`src/rtl/pulse_shape_fir_if.sv`:
```
// rtl/pulse_shape_fir_if.sv - sample-stream bundle between the upsampler, the FIR and the DAC side
//
// Purpose: groups the per-rail input symbol stream and the filtered output
//          stream of pulse_shape_fir.
// Signals:
//   en        stage enable (master -> slave)
//   in_valid  in_data qualifier (master -> slave)
//   in_data   2-bit signed symbol: 01=+1, 11=-1, 00=0, 10=-2
//   out_valid one-cycle strobe per filtered sample (slave -> master)
//   out_data  OUT_W-bit signed filtered sample (slave -> master)
// Modports: master = upstream driver / downstream sink, slave = the FIR.
interface pulse_shape_fir_if #(
  parameter int OUT_W = 12
);
  logic                    en;
  logic                    in_valid;
  logic signed [1:0]       in_data;
  logic                    out_valid;
  logic signed [OUT_W-1:0] out_data;

  modport master (
    output en, in_valid, in_data,
    input  out_valid, out_data
  );

  modport slave (
    input  en, in_valid, in_data,
    output out_valid, out_data
  );
endinterface

```
`src/rtl/pulse_shape_fir.sv`:
```
// rtl/pulse_shape_fir.sv - 9-tap symmetric raised-cosine pulse-shaping FIR for one QAM rail
//
// Purpose: filters the 4x zero-stuffed symbol stream with fixed taps
//          -3, 0, 21, 64, 96, 64, 21, 0, -3 (c0 on the newest sample) and
//          emits one signed sample per accepted input, 2 clocks after the
//          acceptance edge.
// Ports:
//   clk  fast (upsampled-rate) clock, rising edge
//   rst  asynchronous active-low reset
//   bus  pulse_shape_fir_if.slave: en/in_valid/in_data in, out_valid/out_data out
module pulse_shape_fir #(
  parameter int OUT_W  = 12,
  parameter int COEF_W = 8
) (
  input logic              clk,
  input logic              rst,
  pulse_shape_fir_if.slave bus
);

  // 11 bits hold every product and every partial/final sum without loss
  // (worst case on paper is |544|).
  localparam int SUM_W = 11;
  localparam int TAPS  = 9;

  localparam logic signed [COEF_W-1:0] C_TAP [TAPS] = '{
    COEF_W'(-3), COEF_W'(0), COEF_W'(21), COEF_W'(64), COEF_W'(96),
    COEF_W'(64), COEF_W'(21), COEF_W'(0), COEF_W'(-3)
  };

  logic signed [1:0]       r_x [TAPS];
  logic signed [SUM_W-1:0] r_p [3];
  logic                    r_v0;
  logic                    r_v1;
  logic                    r_out_valid;
  logic signed [OUT_W-1:0] r_out_data;

  logic                    w_accept;
  logic signed [SUM_W-1:0] w_prod [TAPS];
  logic signed [SUM_W-1:0] w_psum [3];
  logic signed [OUT_W-1:0] w_y;

  assign w_accept = bus.en & bus.in_valid;

  // Sign-extend both operands to the sum width before multiplying so the
  // product is exact and signed.
  always_comb begin
    for (int k = 0; k < TAPS; k++) begin
      w_prod[k] = SUM_W'(r_x[k]) * SUM_W'(C_TAP[k]);
    end
    for (int g = 0; g < 3; g++) begin
      w_psum[g] = w_prod[3*g] + w_prod[3*g+1] + w_prod[3*g+2];
    end
  end

  assign w_y = OUT_W'(r_p[0]) + OUT_W'(r_p[1]) + OUT_W'(r_p[2]);

  // Delay line advances only on accept; it never inserts zeros itself.
  always_ff @(posedge clk or negedge rst) begin
    if (!rst) begin
      for (int k = 0; k < TAPS; k++) begin
        r_x[k] <= '0;
      end
    end else if (w_accept) begin
      r_x[0] <= bus.in_data;
      for (int k = 1; k < TAPS; k++) begin
        r_x[k] <= r_x[k-1];
      end
    end
  end

  // Pipeline stages run every clock so in-flight samples drain after en drops.
  always_ff @(posedge clk or negedge rst) begin
    if (!rst) begin
      for (int g = 0; g < 3; g++) begin
        r_p[g] <= '0;
      end
      r_v0        <= 1'b0;
      r_v1        <= 1'b0;
      r_out_valid <= 1'b0;
      r_out_data  <= '0;
    end else begin
      for (int g = 0; g < 3; g++) begin
        r_p[g] <= w_psum[g];
      end
      r_v0        <= w_accept;
      r_v1        <= r_v0;
      r_out_valid <= r_v1;
      r_out_data  <= w_y;
    end
  end

  assign bus.out_valid = r_out_valid;
  assign bus.out_data  = r_out_data;

endmodule

```
`src/flat_wrapper.sv`:
```
// flat-port wrapper written by rule: the top's interface ports become plain ports
module pulse_shape_fir_flat 
#(
  parameter int OUT_W  = 12,
  parameter int COEF_W = 8
)
  (clk, rst, bus_en, bus_in_valid, bus_in_data, bus_out_valid, bus_out_data);
  pulse_shape_fir_if #(.OUT_W(OUT_W)) bus_i ();
  input logic clk;
  input logic rst;
  input wire logic [$bits(bus_i.en)-1:0] bus_en;
  input wire logic [$bits(bus_i.in_valid)-1:0] bus_in_valid;
  input wire logic [$bits(bus_i.in_data)-1:0] bus_in_data;
  output wire logic [$bits(bus_i.out_valid)-1:0] bus_out_valid;
  output wire logic [$bits(bus_i.out_data)-1:0] bus_out_data;
  assign bus_i.en = bus_en;
  assign bus_i.in_valid = bus_in_valid;
  assign bus_i.in_data = bus_in_data;
  assign bus_out_valid = bus_i.out_valid;
  assign bus_out_data = bus_i.out_data;
  pulse_shape_fir #(.OUT_W(OUT_W), .COEF_W(COEF_W)) u_core (.clk(clk), .rst(rst), .bus(bus_i));
endmodule
```
`config.mk`:
```
export PLATFORM = sky130hd
export DESIGN_NAME = pulse_shape_fir_flat
export DESIGN_NICKNAME = d
export VERILOG_FILES = /design/src/rtl/pulse_shape_fir_if.sv /design/src/rtl/pulse_shape_fir.sv /design/src/flat_wrapper.sv
export SDC_FILE = /design/constraint.sdc
export NUM_CORES = 1
export LEC_CHECK = 0
export BUFFER_PORTS_ARGS = -buffer_cell sky130_fd_sc_hd__clkbuf_2
export CORE_ASPECT_RATIO = 0.6
export CORE_UTILIZATION = 33
export CTS_CLUSTER_SIZE = 25
export DETAILED_ROUTE_END_ITERATION = 7
export GPL_TIMING_DRIVEN = 0
export HOLD_SLACK_MARGIN = 0.06
export PLACE_DENSITY = 0.52
export SLEW_MARGIN = 20
export SYNTH_ARGS = -nofsm -noshare
export SYNTH_HDL_FRONTEND = slang
export SYNTH_SLANG_ARGS = --single-unit
```
`constraint.sdc`:
```
create_clock -name clk -period 2.8 [get_ports clk]
set_input_delay 0.14 -clock clk [delete_from_list [all_inputs] [get_ports clk]]
set_output_delay 0.14 -clock clk [all_outputs]
set_load 0.01 [all_outputs]
```
**Word level (Yosys, flattened, before mapping)**

Cells that the tools add are included.

- Add/subtract/negate cells: 6
- Multipliers: 5
- Div/mod/pow operators: 0
- Order comparisons: 0
- Equality and inequality tests: 0
- Shifts and indexed selects: 0
- Mux-type cells: 0
- Bitwise logic cells: 1
- Reductions and logical operators: 0

Operators with widths:

| cell | count |
|---|---|
| 11-bit adder | 2 |
| 2-bit by 6-bit multiplier with 8-bit output (second input constant) | 2 |
| 2-bit by 3-bit multiplier with 5-bit output (second input constant) | 3 |
| 11-bit by 11-bit adder with 12-bit output | 1 |
| 12-bit by 11-bit adder with 12-bit output | 1 |
| 11-bit by 8-bit adder with 11-bit output | 1 |
| 8-bit by 10-bit adder with 11-bit output | 1 |
| 1-bit bitwise AND | 1 |

- Register bits after elaboration: 66
- Bits in latches: 0
- Bits in writable memories: 0
- Bits in read-only memories: 0
- Bits of input ports: 6
- Word-level logic and storage cells: 28
- Memories kept: 0

**Logic depth before layout (Yosys ltp)**

Gate-level depths: netlist of run 1.

- Word-level depth: 3
- Depth in mapped cells: 8
- Depth with buffers taken out: 8

**Worst setup path after synthesis of run 1**

Ideal clock, no wire load.

- Path type: reg-to-reg
- Start point: register u_core.r_p[5] (netlist bit)
- End point: register u_core.r_out_data[9], in the netlist u_core.bus.out_data[9]
- Library setup time: 125 ps
- Arrival: 2079 ps
- Required time: 2675 ps
- Setup slack: 596 ps
- Cell stages (with the launch flop): 9
- Period minus slack after synthesis: 2204 ps
- Path through: dfrtp_1 -> inv_1 -> fa_1 -> inv_1 -> ha_1 -> and3_4 -> a2111oi_4 -> a21oi_2 -> xor2_1

- Word-level cells in the longest chain between the ends: 1

RTL lines:

| item | RTL line | source |
|---|---|---|
| start, declared | pulse_shape_fir.sv:31 | `logic signed [SUM_W-1:0] r_p [3];` |
| start signal, assigned by index | pulse_shape_fir.sv:83 | `r_p[g] <= w_psum[g];` |
| 12-bit by 11-bit adder with 12-bit output | pulse_shape_fir.sv:55 | `assign w_y = OUT_W'(r_p[0]) + OUT_W'(r_p[1]) + OUT_W'(r_p[2]);` |
| net u_core.w_y[9] | pulse_shape_fir.sv:40 | `logic signed [OUT_W-1:0] w_y;` |
| end signal, assigned | pulse_shape_fir.sv:88 | `r_out_data <= w_y;` |
| end, declared | pulse_shape_fir.sv:35 | `logic signed [OUT_W-1:0] r_out_data;` |

The timed path passes the listed nets, and every way through them passes these cells.
A chain may end at the register's enable or synchronous reset.

**Worst setup path after layout of run 1**

Ends and elaborated chain as after synthesis.

==> impl.org, run 1 <==
** Critical path
- Buffers & Inverters on Critical Path :: 2
- Critical-path maximum fanout :: 6
- The largest individual stage delay along the critical path comes from the cell fa_1.
- Critical Path Most Common Cell :: inv_1
- At the worst endpoint, the required time is 3010 ps.
- Worst endpoint data arrival time :: 2510 ps
- Worst path cell trace :: inv_1, fa_1, inv_1, ha_1, and3_4, a2111oi_4, a21oi_2, xor2_1
- STA classifies the critical path startpoint as a flop.
- Family with the most delay on the worst path :: adder cells
- The worst setup path is captured at a flop.
- In this design, the stage delay of the slowest critical-path cell is 520 ps.
- The worst setup path is of the reg2reg kind.

** Cells and area
- Fill cell instance count of the final layout :: 892
- The library cell used most frequently in the layout, excluding fill and tap cells, is dfrtp_1.
- In the final design database the tool counted 330 nets.
- The repair_antennas step left the layout with diodes totalling 0.
- Fraction of layout instances using a drive strength above 1 :: 0.203
- Relative to the synthesized area, the layout overhead comes to 19.3%.
- In the layout the commonest cells are dfrtp_1 (61), ha_1 (35), inv_1 (17), clkbuf_2 (17), mux2_2 (16).

** Logic synthesis
- Syn Nets :: 297
- For this run, the register share of the synthesized area comes to 0.484.
- In this run, distinct cell masters in the synthesized netlist total 34.
- After technology mapping, the gate count stands at 243.
- A synthesized cell averages 13.0 um^2.
- Counting flops with an async set or reset pin after synthesis yields a share of 1.00.
- Synthesized area :: 3160 um^2
- Main synth FF type :: dfrtp_1
- Number of enable flip-flop cells after synthesis :: 0
- Post-synthesis sequential element count :: 61
- The Yosys step of the flow raised 0 warnings.

** Floorplan
- The initial utilization of the core area, before any placement, comes to 0.342.
- Die boundary width :: 128 um
- The die covers 9970 um^2.
- Placement Rows :: 27
- From bottom edge to top edge, the die measures 77.8 um.
- The core region is 9220 um^2.
- For this design the top-level I/O count stands at 19.

** Timing
- The count of pins over their slew limit came to 0.
- Period utilisation layout :: 0.823
- Setup violations remaining at the end of the flow were counted as 0.
- RSZ-0062 raised after global routing :: false
- In the final timing run, aggregate negative setup slack is 0 ps.
- Timing would allow up to 434 MHz.
- Final Hold Viols :: 0
- In this run the tightest slew margin relative to its limit is 0.735.
- Measured slew at the worst slew-check pin :: 397 ps
- On the final layout, the worst clock skew is 5.82 ps.
- The routed design could run at a clock period as short as 2300 ps.

** Placement
- Routability-driven placement finished with a final weighted congestion of 0.765.
- DPL Wire Length :: 4050 um
- In this run the tool buffered the top-level ports with 18 buffer cells.

** Clock tree
- TritonCTS built the clock tree.
- CTS built an H-tree with a depth of 3.
- TritonCTS Sinks :: 61
- Clock latency reported for the late side of the worst-skew pair :: 330 ps
- In this run, post-CTS repair resized a total of 0 instances.
- Library cell used as clock root buffer :: clkbuf_16
- Clock buffer depth :: 2
- Clock transition at the registers of the reported paths :: 50 ps
- In this run, CTS created clock tree buffers numbering 9.

** Detailed routing
- Across all layers, the routed design uses 1,815 vias.
- The first TritonRoute pass finished after 4 iterations.
- Drc violations :: 0
- Number of DRC markers in iteration 0 :: 84
- The count of nets left with antenna violations once routing finished came out at 0.
- Using the TritonRoute via totals, the vias-per-cell ratio works out to 4.42.
- DR WL/cell :: 12.9 um
- For this block, the routed nets add up to 5310 um of wire.

** Global routing
- The total overflow left after global routing is 0.
- The initial antenna violation count was 0.
- The number of global-route vias before repair is 1,819.
- The first global-routing pass estimated 8970 um of wire.
- Pin count of the biggest net entering global routing :: 35
- For this run, the total global-route usage over all layers was measured as 0.123.

** Run status
- The run finished with clean final reports.

** Run
- Max-cap violations in this run came to 0.

** Worst hold path
- The worst hold path belongs to the class in2async.
[Yosys cell counts, drive strengths merged (2+ instances only)]
master,n,share of area
and3,4,0.011
dfrtp,61,0.48
inv,17,0.020
o21ai,10,0.016
o21bai,2,0.0048
a211oi,5,0.013
nand2b,3,0.0059
a21o,11,0.026
a21oi,10,0.017
o2111ai,2,0.0055
xor2,8,0.022
ha,35,0.14
o21a,3,0.0071
mux2,16,0.057
nand2,11,0.013
nor2b,2,0.0040
fa,13,0.082
nor2,6,0.0071
xnor2,11,0.031
nand3,2,0.0032
[sequential cells by signal (all words and copies together) (netlist names)]
signal and flops:
u_core.r_v1 1, u_core.bus.out_valid 1, u_core.r_x 18, u_core.r_p 28, u_core.r_v0 1, u_core.bus.out_data 12
[worst paths after layout]
kind                                from                      to  slack, ps  cells past startpoint
max                        u_core.r_p[5]  u_core.bus.out_data[9]        500                      8
min                                  rst  u_core.bus.out_data[8]        300                      2
max reg2reg                u_core.r_p[5]  u_core.bus.out_data[9]        500                      8
min reg2reg                  u_core.r_v0             u_core.r_v1        350                      0
max in group asynchronous            rst           u_core.r_x[7]       1990                      3
min in group clk             u_core.r_v0             u_core.r_v1        350                      0
[repair_timing]
| item | CTS | global route |
|---|---|---|
| buffers inserted | 0 | 0 |
| hold buffers | 3 | 0 |
| endpoints found under the hold margin | 29 | 0 |
[final cells by class]
cell class / instances / area [um^2] / share of cell area
multi-input cells: 163 / 1560 / 0.414
repair buffers: 22 / 143 / 0.0379
flip-flops and latches: 61 / 1530 / 0.405
inverters: 17 / 63.8 / 0.0169
well taps: 130 / 163 / 0.0432
plain buffers: 2 / 8.76 / 0.00233
clock buffers: 11 / 243 / 0.0645
clock inverters: 5 / 60.1 / 0.0160
[metal layers]
| layer | part of all wire | track usage |
|---|---|---|
| met1 | 0.54 | 0.170 |
| met2 | 0.38 | 0.165 |
| met3 | 0.055 | 0.0483 |
| met4 | 0.019 | 0.0565 |
| met5 | 0 | 0 |
[kinds of logic after synthesis]
group,after synthesis,share of synthesized area
compound gates,48,0.111
flops,61,0.484
simple gates,32,0.0519
buf+inv,19,0.0230
mux,16,0.0571
fa+ha+maj,48,0.221
xor+xnor,19,0.0527
[stage by stage]
stage	std cells	utilization	instance area (um^2)	hold slack [ps]	worst slack [ps]
2_1_floorplan	243	-	3160	-156	596
3_3_place_gp	391	0.370	3410	335	496
3_5_place_dp	392	0.372	3430	123	500
4_1_cts	411	0.408	3760	311	485
5_1_grt	411	0.408	3760	352	373
6_report	411	0.408	3760	300	496
[worst register-to-register path: cells and delay by family, from the launching register on]
family	cells	cell delay (ps)
fa+ha+maj	2	890
compound gates	2	490
flops	1	320
simple gates	1	230
xor+xnor	1	150
buf+inv	2	90
Power of run 1 is left out: the tool's default activity adds up to more than one toggle a clock period on the data nets, which glitch-free logic cannot reach.
==> run 2: changes to the inputs <==
--- a/config.mk
+++ b/config.mk
@@ -5,6 +5,7 @@
 export SDC_FILE = /design/constraint.sdc
 export NUM_CORES = 1
 export LEC_CHECK = 0
+export ABC_AREA = 1
 export BUFFER_PORTS_ARGS = -buffer_cell sky130_fd_sc_hd__clkbuf_2
 export CORE_ASPECT_RATIO = 0.6
 export CORE_UTILIZATION = 33
@@ -12,7 +13,7 @@
 export DETAILED_ROUTE_END_ITERATION = 7
 export GPL_TIMING_DRIVEN = 0
 export HOLD_SLACK_MARGIN = 0.06
-export PLACE_DENSITY = 0.52
+export PLACE_DENSITY = 0.53
 export SLEW_MARGIN = 20
 export SYNTH_ARGS = -nofsm -noshare
 export SYNTH_HDL_FRONTEND = slang
==> constraint.sdc (replaced) <==
create_clock -name clk -period 2 [get_ports clk]
set_input_delay 0.1 -clock clk [delete_from_list [all_inputs] [get_ports clk]]
set_output_delay 0.1 -clock clk [all_outputs]
set_load 0.01 [all_outputs]
==> impl.org, run 2 <==
** Detailed routing
- Mean number of vias per cell :: 4.33 (-1.9%)
- The wire length on met2 was 2490 um (+23%).
- In this run the top signal layer used is met4.
- The post-route DRC violation count is 0 (unchanged).
- The wire length on met3 came to 208 um (-29%).
- WL met1 :: 3650 um (+26%)
- The routed wirelength normalized by instance count was 12.8 um (-0.69%).
- The number of nets with antenna violations after routing was 0 (unchanged).
- Total number of vias :: 2,178 (+20%)
- Number of DRC markers in iteration 0 :: 98 (+17%)
- The first-pass detailed-route iteration total is 4 (unchanged).
- DRT Wirelength :: 6460 um (+22%)

** Timing
- Worst relative slew slack :: 0.735 (about the same)
- Minimum clock period after layout :: 1910 ps (-393 ps)
- The worst clock skew on the final layout was 4.08 ps (-1.74 ps).
- The final-report setup violation count is 0 (unchanged).
- The transition time at the pin with the least slew margin came to 398 ps (+0.728 ps).
- The count of endpoints failing hold in the final timing report was 0 (unchanged).
- Period utilisation layout :: 0.955 (+0.132)
- Maximum frequency from static timing analysis :: 523 MHz (+21%)
- The worst hold margin was 137 ps (-163 ps).
- Number of pins exceeding their max-slew limit in the final report :: 0 (unchanged)

** Cells and area
- Number of flip-flops in the largest register :: 28 (unchanged)
- Fraction of layout instances using a drive strength above 1 :: 0.201 (-0.00177)
- Fin nets :: 427 (+29%)
- Most frequent cells in the layout :: nand2_1 (98), dfrtp_1 (59), inv_1 (36), ha_1 (25), clkbuf_2 (17)
- The library cell used most frequently in the layout, excluding fill and tap cells, is nand2_1.
- The final standard cell count with taps included and fillers excluded is 503 (+22%).
- Inserted Diodes :: 0 (unchanged)
- Relative to the synthesized area, the layout overhead comes to 23.2%.
- Largest Register :: u_core.r_p

** Critical path
- The worst setup path is captured at a flop.
- CP Class :: reg2reg
- Worst Setup Start Kind :: flop
- Required time reported for the critical path endpoint :: 2210 ps (-800 ps)
- The critical path arrival was 2120 ps (-390 ps).
- Flop2flop setup slack :: 90 ps (-410 ps)
- Critical-path maximum fanout :: 3 (-3)

** Floorplan
- The overall die height was 78.8 um (+1.4%).
- Number of top-level design ports :: 19 (unchanged)
- Placement Rows :: 27 (unchanged)
- The die width is 130 um (+1.4%).
- Area of the placeable core :: 9360 um^2 (+1.5%)
- The die area came to 10,200 um^2 (+2.8%).
- The effective utilization at floorplan came to 0.347 (+0.00455).

** Worst hold path
- The worst hold path belongs to the class in2reg.

** Placement
- Count of buffers inserted at the top-level ports :: 18 (unchanged)
- The final RePlAce weighted congestion is 0.782 (+2.2%).
- The placed wire-length estimate came to 4790 um (+18%).
- Number of placed cells counting well taps :: 484 (+23%)

** Logic synthesis
- Number of enable flip-flop cells after synthesis :: 0 (unchanged)
- Yosys top cell by area :: dfrtp_1
- By area the synthesized netlist is led by dfrtp_1 (47%), ha_1 (13%), nand2_1 (12%), fa_1 (8.0%), inv_1 (4.2%).
- Synthesized area :: 3250 um^2 (+2.8%)
- By instance count, the leading cell after synthesis is nand2_1.
- The number of flip-flops and latches in the synthesized netlist is 61 (unchanged).
- The mean instance size in the synthesized netlist is 9.69 um^2 (-25%).
- Main synth FF type :: dfrtp_1
- The number of library cell types mapped by synthesis was 22 (-35%).
- The top cell type's share of synthesized area is 0.470 (-0.0132).
- Sequential-to-total area share from yosys stat :: 0.470 (-0.0132)
- Syn Nets :: 389 (+31%)
- Number of warning messages in the yosys log :: 0 (unchanged)
- The synthesized netlist cell count was 335 (+38%).
- Proportion of synthesized flip-flops having asynchronous set or reset :: 1.00 (unchanged)
- The commonest cells after synthesis are nand2_1 (103), dfrtp_1 (61), inv_1 (36), ha_1 (35).

** Global routing
- Pin count of the biggest net entering global routing :: 36 (+2.9%)
- Antenna violations before repair :: 0 (unchanged)
- The final global-route overflow total came to 0 (unchanged).
- Global Route Usage Sum :: 0.147 (+0.0239)
- The wire length of the first global-routing pass came to 10,900 um (+21%).
- Vias in the first global route :: 2,176 (+20%)

** Clock tree
- The maximum root-to-sink buffer count came to 2 (unchanged).
- The level count of the clock H-tree was 3 (unchanged).
- The clock latency at the later pin of the worst-skew pair was 330 ps (about the same).
- The number of buffers created by CTS is 9 (unchanged).
- TritonCTS clock tree :: done
- TritonCTS Sinks :: 61 (unchanged)
- The clock transition at the registers of the reported paths came to 50 ps (about the same).
- Library cell used as clock root buffer :: clkbuf_16

** Pwr
- P per Cell Area :: 1750 nW/um^2
- Worst voltage drop across the vdd grid :: 0.000710 V
- Overall power after layout :: 7000 uW
- Leakage power :: 0.00211 uW

** Run
- Max-cap violations :: 0 (unchanged)

** Run status
- The flow ran to the end, and the final reports show no timing, DRC or antenna violations.
[run 2: cell count changes after synthesis, moves of 4 or more]
cell,before,now
nor2_1,6,16
a211oi_1,4,0
nand2_1,11,103
o21ai_0,10,16
xnor2_1,11,2
inv_1,17,36
nand3_1,2,15
nand4_1,0,4
a21o_1,11,1
mux2_2,16,0
[run 2: timing repair]
item,in CTS,in global routing
endpoints found under the hold margin,28,0
hold buffers,3,0
setup buffers,1,4
resized for setup,6,30
endpoints found under the setup margin,5,11
pin swaps,0,7
[run 2: cell families (layout without fill, tap and decap cells)]
| family | count (synthesis) | after routing | share of synthesized area |
|---|---|---|---|
| simple gates | 146 | 146 | 0.185 |
| flops | 61 | 61 | 0.470 |
| fa+ha+maj | 48 | 48 | 0.215 |
| buf+inv | 39 | 77 | 0.0463 |
| compound gates | 28 | 28 | 0.0459 |
| xor+xnor | 13 | 13 | 0.0374 |
[run 2: per-layer routing]
metal  global-route usage  vias up
li1                     -     1139
met1                0.223     1000
met2                0.185       27
met3               0.0445       12
met4               0.0663        0
met5                    0        -
[run 2: cell type report]
| class | instances | area [um^2] |
|---|---|---|
| Fill cell | 927 | 5360 |
| Multi-Input combinational cell | 235 | 1730 |
| Sequential cell | 61 | 1530 |
| Clock buffer | 11 | 243 |
| Timing Repair Buffer | 27 | 180 |
| Tap cell | 130 | 163 |
| Inverter | 36 | 135 |
| Buffer | 3 | 15.0 |
[run 2: stage by stage]
stage               utilization  TNS (ps)  setup WS, ps  instance area, um^2
detailed placement        0.376     -59.7         -35.4                 3520
finish                    0.427         0          89.8                 4000
global placement          0.374     -36.5         -13.7                 3500
CTS                       0.409         0          6.68                 3830
global route              0.427     -35.7         -19.6                 4000
floorplan                     -         0          98.1                 3250
[run 2: path summary, 6_finish.rpt]
path,start,end,cells after the start
setup / recovery,u_core.r_x[8],u_core.r_p[20],5
hold / removal,bus_in_valid,u_core.r_x[13],4
setup reg to reg,u_core.r_x[8],u_core.r_p[20],5
hold reg to reg,u_core.r_v0,u_core.r_v1,0
max in group asynchronous,rst,u_core.r_x[13],3
min in group asynchronous,rst,u_core.bus.out_data[10],2
[run 2: critical path: stages (launching register included)]
cell and delay, ps:
dfrtp_1 390, ha_2 290, fa_2 350, ha_2 210, fa_1 380, xor2_1 170
[run 2: power breakdown]
group | total [uW] | leakage [uW] | switching, uW | internal, uW
clock | 1320 | 0.000119 | 483 | 833
sequential | 1940 | 0.000764 | 224 | 1720
combinational | 3740 | 0.00122 | 2110 | 1630
total | 7000 | 0.00211 | 2820 | 4180
Power figures use the tool's default switching activity.
==> run 3: changes to the inputs <==
--- a/config.mk
+++ b/config.mk
@@ -6,14 +6,14 @@
 export NUM_CORES = 1
 export LEC_CHECK = 0
 export ABC_AREA = 1
-export BUFFER_PORTS_ARGS = -buffer_cell sky130_fd_sc_hd__clkbuf_2
 export CORE_ASPECT_RATIO = 0.6
-export CORE_UTILIZATION = 33
+export CORE_UTILIZATION = 45
 export CTS_CLUSTER_SIZE = 25
 export DETAILED_ROUTE_END_ITERATION = 7
+export DONT_BUFFER_PORTS = 1
 export GPL_TIMING_DRIVEN = 0
 export HOLD_SLACK_MARGIN = 0.06
-export PLACE_DENSITY = 0.53
+export PLACE_DENSITY = 0.65
 export SLEW_MARGIN = 20
 export SYNTH_ARGS = -nofsm -noshare
 export SYNTH_HDL_FRONTEND = slang
==> impl.org, run 3 (synthesis results as in run 2) <==
** Critical path
- Standard cell with the maximum stage delay on the critical path :: fa_2
- Crit-path max cell delay :: 420 ps (+30 ps)
- Critical-path maximum fanout :: 3 (unchanged)
- Kind of capture point of the worst setup path :: flop
- Count of cells along the worst register-to-register path :: 9 (+4)
- R2R Path Start :: u_core.r_p[1]
- Worst reg2reg path endpoint :: u_core.bus.out_data[9]
- Worst Setup Start Kind :: flop
- Traced cell by cell, the critical path runs through ha_1, ha_1, fa_2, nand2_1, nand3_1, nand3_1, nand2_1, nand2_1, nand2_1.
- The most numerous cell type found on the critical path is nand2_1.
- Required time reported for the critical path endpoint :: 2220 ps (about the same)
- Critical Path Stages :: 9 (+4)
- The most critical setup path has its endpoint at u_core.bus.out_data[9].
- Family with the most delay on the worst path :: adder cells
- CP Class :: reg2reg
- The slack of the worst reg-to-reg path was 70 ps (-20 ps).
- In this run the worst setup path begins at u_core.r_p[1].
- The critical path arrival came to 2150 ps (+30 ps).
- The count of buffer and inverter cells on the critical path was 0 (unchanged).

** Detailed routing
- Detailed Routing Iterations Pass 1 :: 6 (+2)
- The violation count after the first detailed-route iteration is 96 (-2.0%).
- Total number of vias :: 2,167 (-0.51%)
- The number of nets with antenna violations after routing is 0 (unchanged).
- Mean number of vias per cell :: 4.84 (+12%)
- DR WL/cell :: 14.0 um (+9.4%)
- The post-route DRC violation count is 2 (+2).
- DRT Wirelength :: 6290 um (-2.6%)

** Global routing
- Vias in the first global route :: 2,083 (-4.3%)
- The final global-route overflow total is 0 (unchanged).
- The initial antenna violation count is 0 (unchanged).
- Global-route wire length before repair :: 10,400 um (-4.9%)
- The total track usage came to 0.191 (+0.0443).
- Pin count of the biggest net entering global routing :: 62 (+72%)

** Timing
- The setup slack of the critical path after layout came to 68.3 ps (-21.5 ps).
- The final-report setup violation count came to 0 (unchanged).
- The worst clock skew on the final layout was 4.87 ps (+0.786 ps).
- The ratio of final minimum period to clock period was 0.966 (+0.0108).
- The achievable frequency was 518 MHz (-1.1%).
- Measured slew at the worst slew-check pin :: 300 ps (-97.6 ps)
- Final Hold Viols :: 0 (unchanged)
- Minimum clock period after layout :: 1930 ps (+21.5 ps)
- Setup repair after global routing could not meet its margin everywhere.
- The worst slew margin relative to its limit is 0.798 (+0.0630).
- The count of pins over their slew limit came to 0 (unchanged).

** Floorplan
- The overall die height came to 67.8 um (-14%).
- The die width is 112 um (-14%).
- The effective utilization at floorplan came to 0.476 (+0.129).
- Number of top-level design ports :: 19 (unchanged)
- The die area came to 7570 um^2 (-26%).
- The floorplan core area came to 6820 um^2 (-27%).
- The number of cell rows was 23 (-15%).

** Placement
- Routability Congestion :: 0.812 (+3.8%)
- Placed Instance Area :: 3350 um^2 (-4.7%)
- The minimum setup slack after placement is -27.0 ps (+8.37 ps).
- The total instance count after detailed placement came to 422 (-13%).
- The placed wire-length estimate was 4460 um (-6.8%).
- Count of buffers inserted at the top-level ports :: 0 (-18)

** Run status
- Violated checks :: design-rule violations
- The run finished, with violations left.

** Cells and area
- The number of flip-flops in the largest register is 28 (unchanged).
- Largest Register :: u_core.r_p
- The summed area of non-filler cells in the final layout is 3830 um^2 (-4.1%).
- The multi-input combinational cell area came to 1670 um^2 (-3.8%).
- Fill cell instance count of the final layout :: 616 (-34%)
- The sequential cell area in the final layout is 1530 um^2 (unchanged).
- From synthesis to final layout, the design area changed by 18.1%.
- The library cell used most frequently in the layout, excluding fill and tap cells, is nand2_1.
- Most frequent cells in the layout :: nand2_1 (101), dfrtp_1 (59), inv_1 (36), ha_1 (28)
- The net count reported at finish is 411 (-3.7%).
- The layout cell share with drive strength beyond 1 is 0.133 (-0.0681).
- Post-layout utilization of the core :: 0.562 (+0.135)
- The antenna diode count came to 0 (unchanged).
- The final standard cell count with taps included and fillers excluded came to 448 (-11%).

** Pwr
- The total power draw came to 6750 uW (-3.5%).
- P per Cell Area :: 1760 nW/um^2 (+0.66%)
- The leakage dissipation came to 0.00205 uW (-2.8%).
- Worst voltage drop across the vdd grid :: 0.000710 V (about the same)

** Clock tree
- TritonCTS built the clock tree.
- The clock transition at the registers of the reported paths is 50 ps (about the same).
- The tree is rooted in a clkbuf_16.
- The number of buffers created by CTS was 9 (unchanged).
- Clock latency reported for the late side of the worst-skew pair :: 330 ps (about the same)
- The maximum root-to-sink buffer count was 2 (unchanged).
- The level count of the clock H-tree was 3 (unchanged).
- The total clock sinks came to 61 (unchanged).

** Worst hold path
- The tightest min-delay check is of the in2async type.

** Run
- Max-cap violations :: 0 (unchanged)
run 3: cell count changes in the layout (fill, tap and decap cells not counted), moves of 3 or more:
cell           delta
ha_1              +3
clkbuf_2         -17
dlygate4sd3_1     +3
nand2_1           +3
nand2_2           -3
run 3: power by group:
| group | internal (uW) | switching [uW] | total [uW] |
|---|---|---|---|
| combinational | 1460 | 1930 | 3380 |
| clock | 858 | 494 | 1350 |
| sequential | 1720 | 297 | 2020 |
run 3: worst min-delay path by stage:
stage	from	endpoint	slack, ps
floorplan	rst	u_core.bus.out_data[0]	-200
global placement	rst	u_core.bus.out_data[10]	-190
detailed placement	rst	u_core.bus.out_data[8]	-190
CTS	rst	u_core.bus.out_data[4]	330
global route	rst	u_core.bus.out_data[6]	340
finish	rst	u_core.bus.out_data[6]	300
run 3: repair_timing:
action,CTS,global route
gates resized for setup,3,18
hold buffers,7,0
endpoints found under the setup margin,3,12
endpoints found under the hold margin,68,0
pin swaps,0,2
setup buffers,2,2
run 3: layer usage:
layer,up-vias,GRT usage,share of wire
li1,1110,-,-
met4,0,0.0912,0.017
met5,-,0,0
met2,39,0.256,0.41
met1,1010,0.272,0.53
met3,8,0.0673,0.047
run 3: layout make-up:
| type | count | area share |
|---|---|---|
| clock buffer | 13 | 0.0653 |
| buffer | 3 | 0.00392 |
| inverter | 36 | 0.0352 |
| sequential | 61 | 0.399 |
| clock inverter | 2 | 0.00261 |
| timing repair buffer | 11 | 0.0307 |
| tap | 87 | 0.0284 |
| multi-input combinational | 235 | 0.435 |
run 3: stage by stage:
step | hold slack (ps) | TNS [ps]
after floorplan | -196 | 0
after global placement | -194 | -4.19
after detailed placement | -194 | -41.9
after CTS | 325 | 0
after global routing | 341 | -73.5
final | 301 | 0
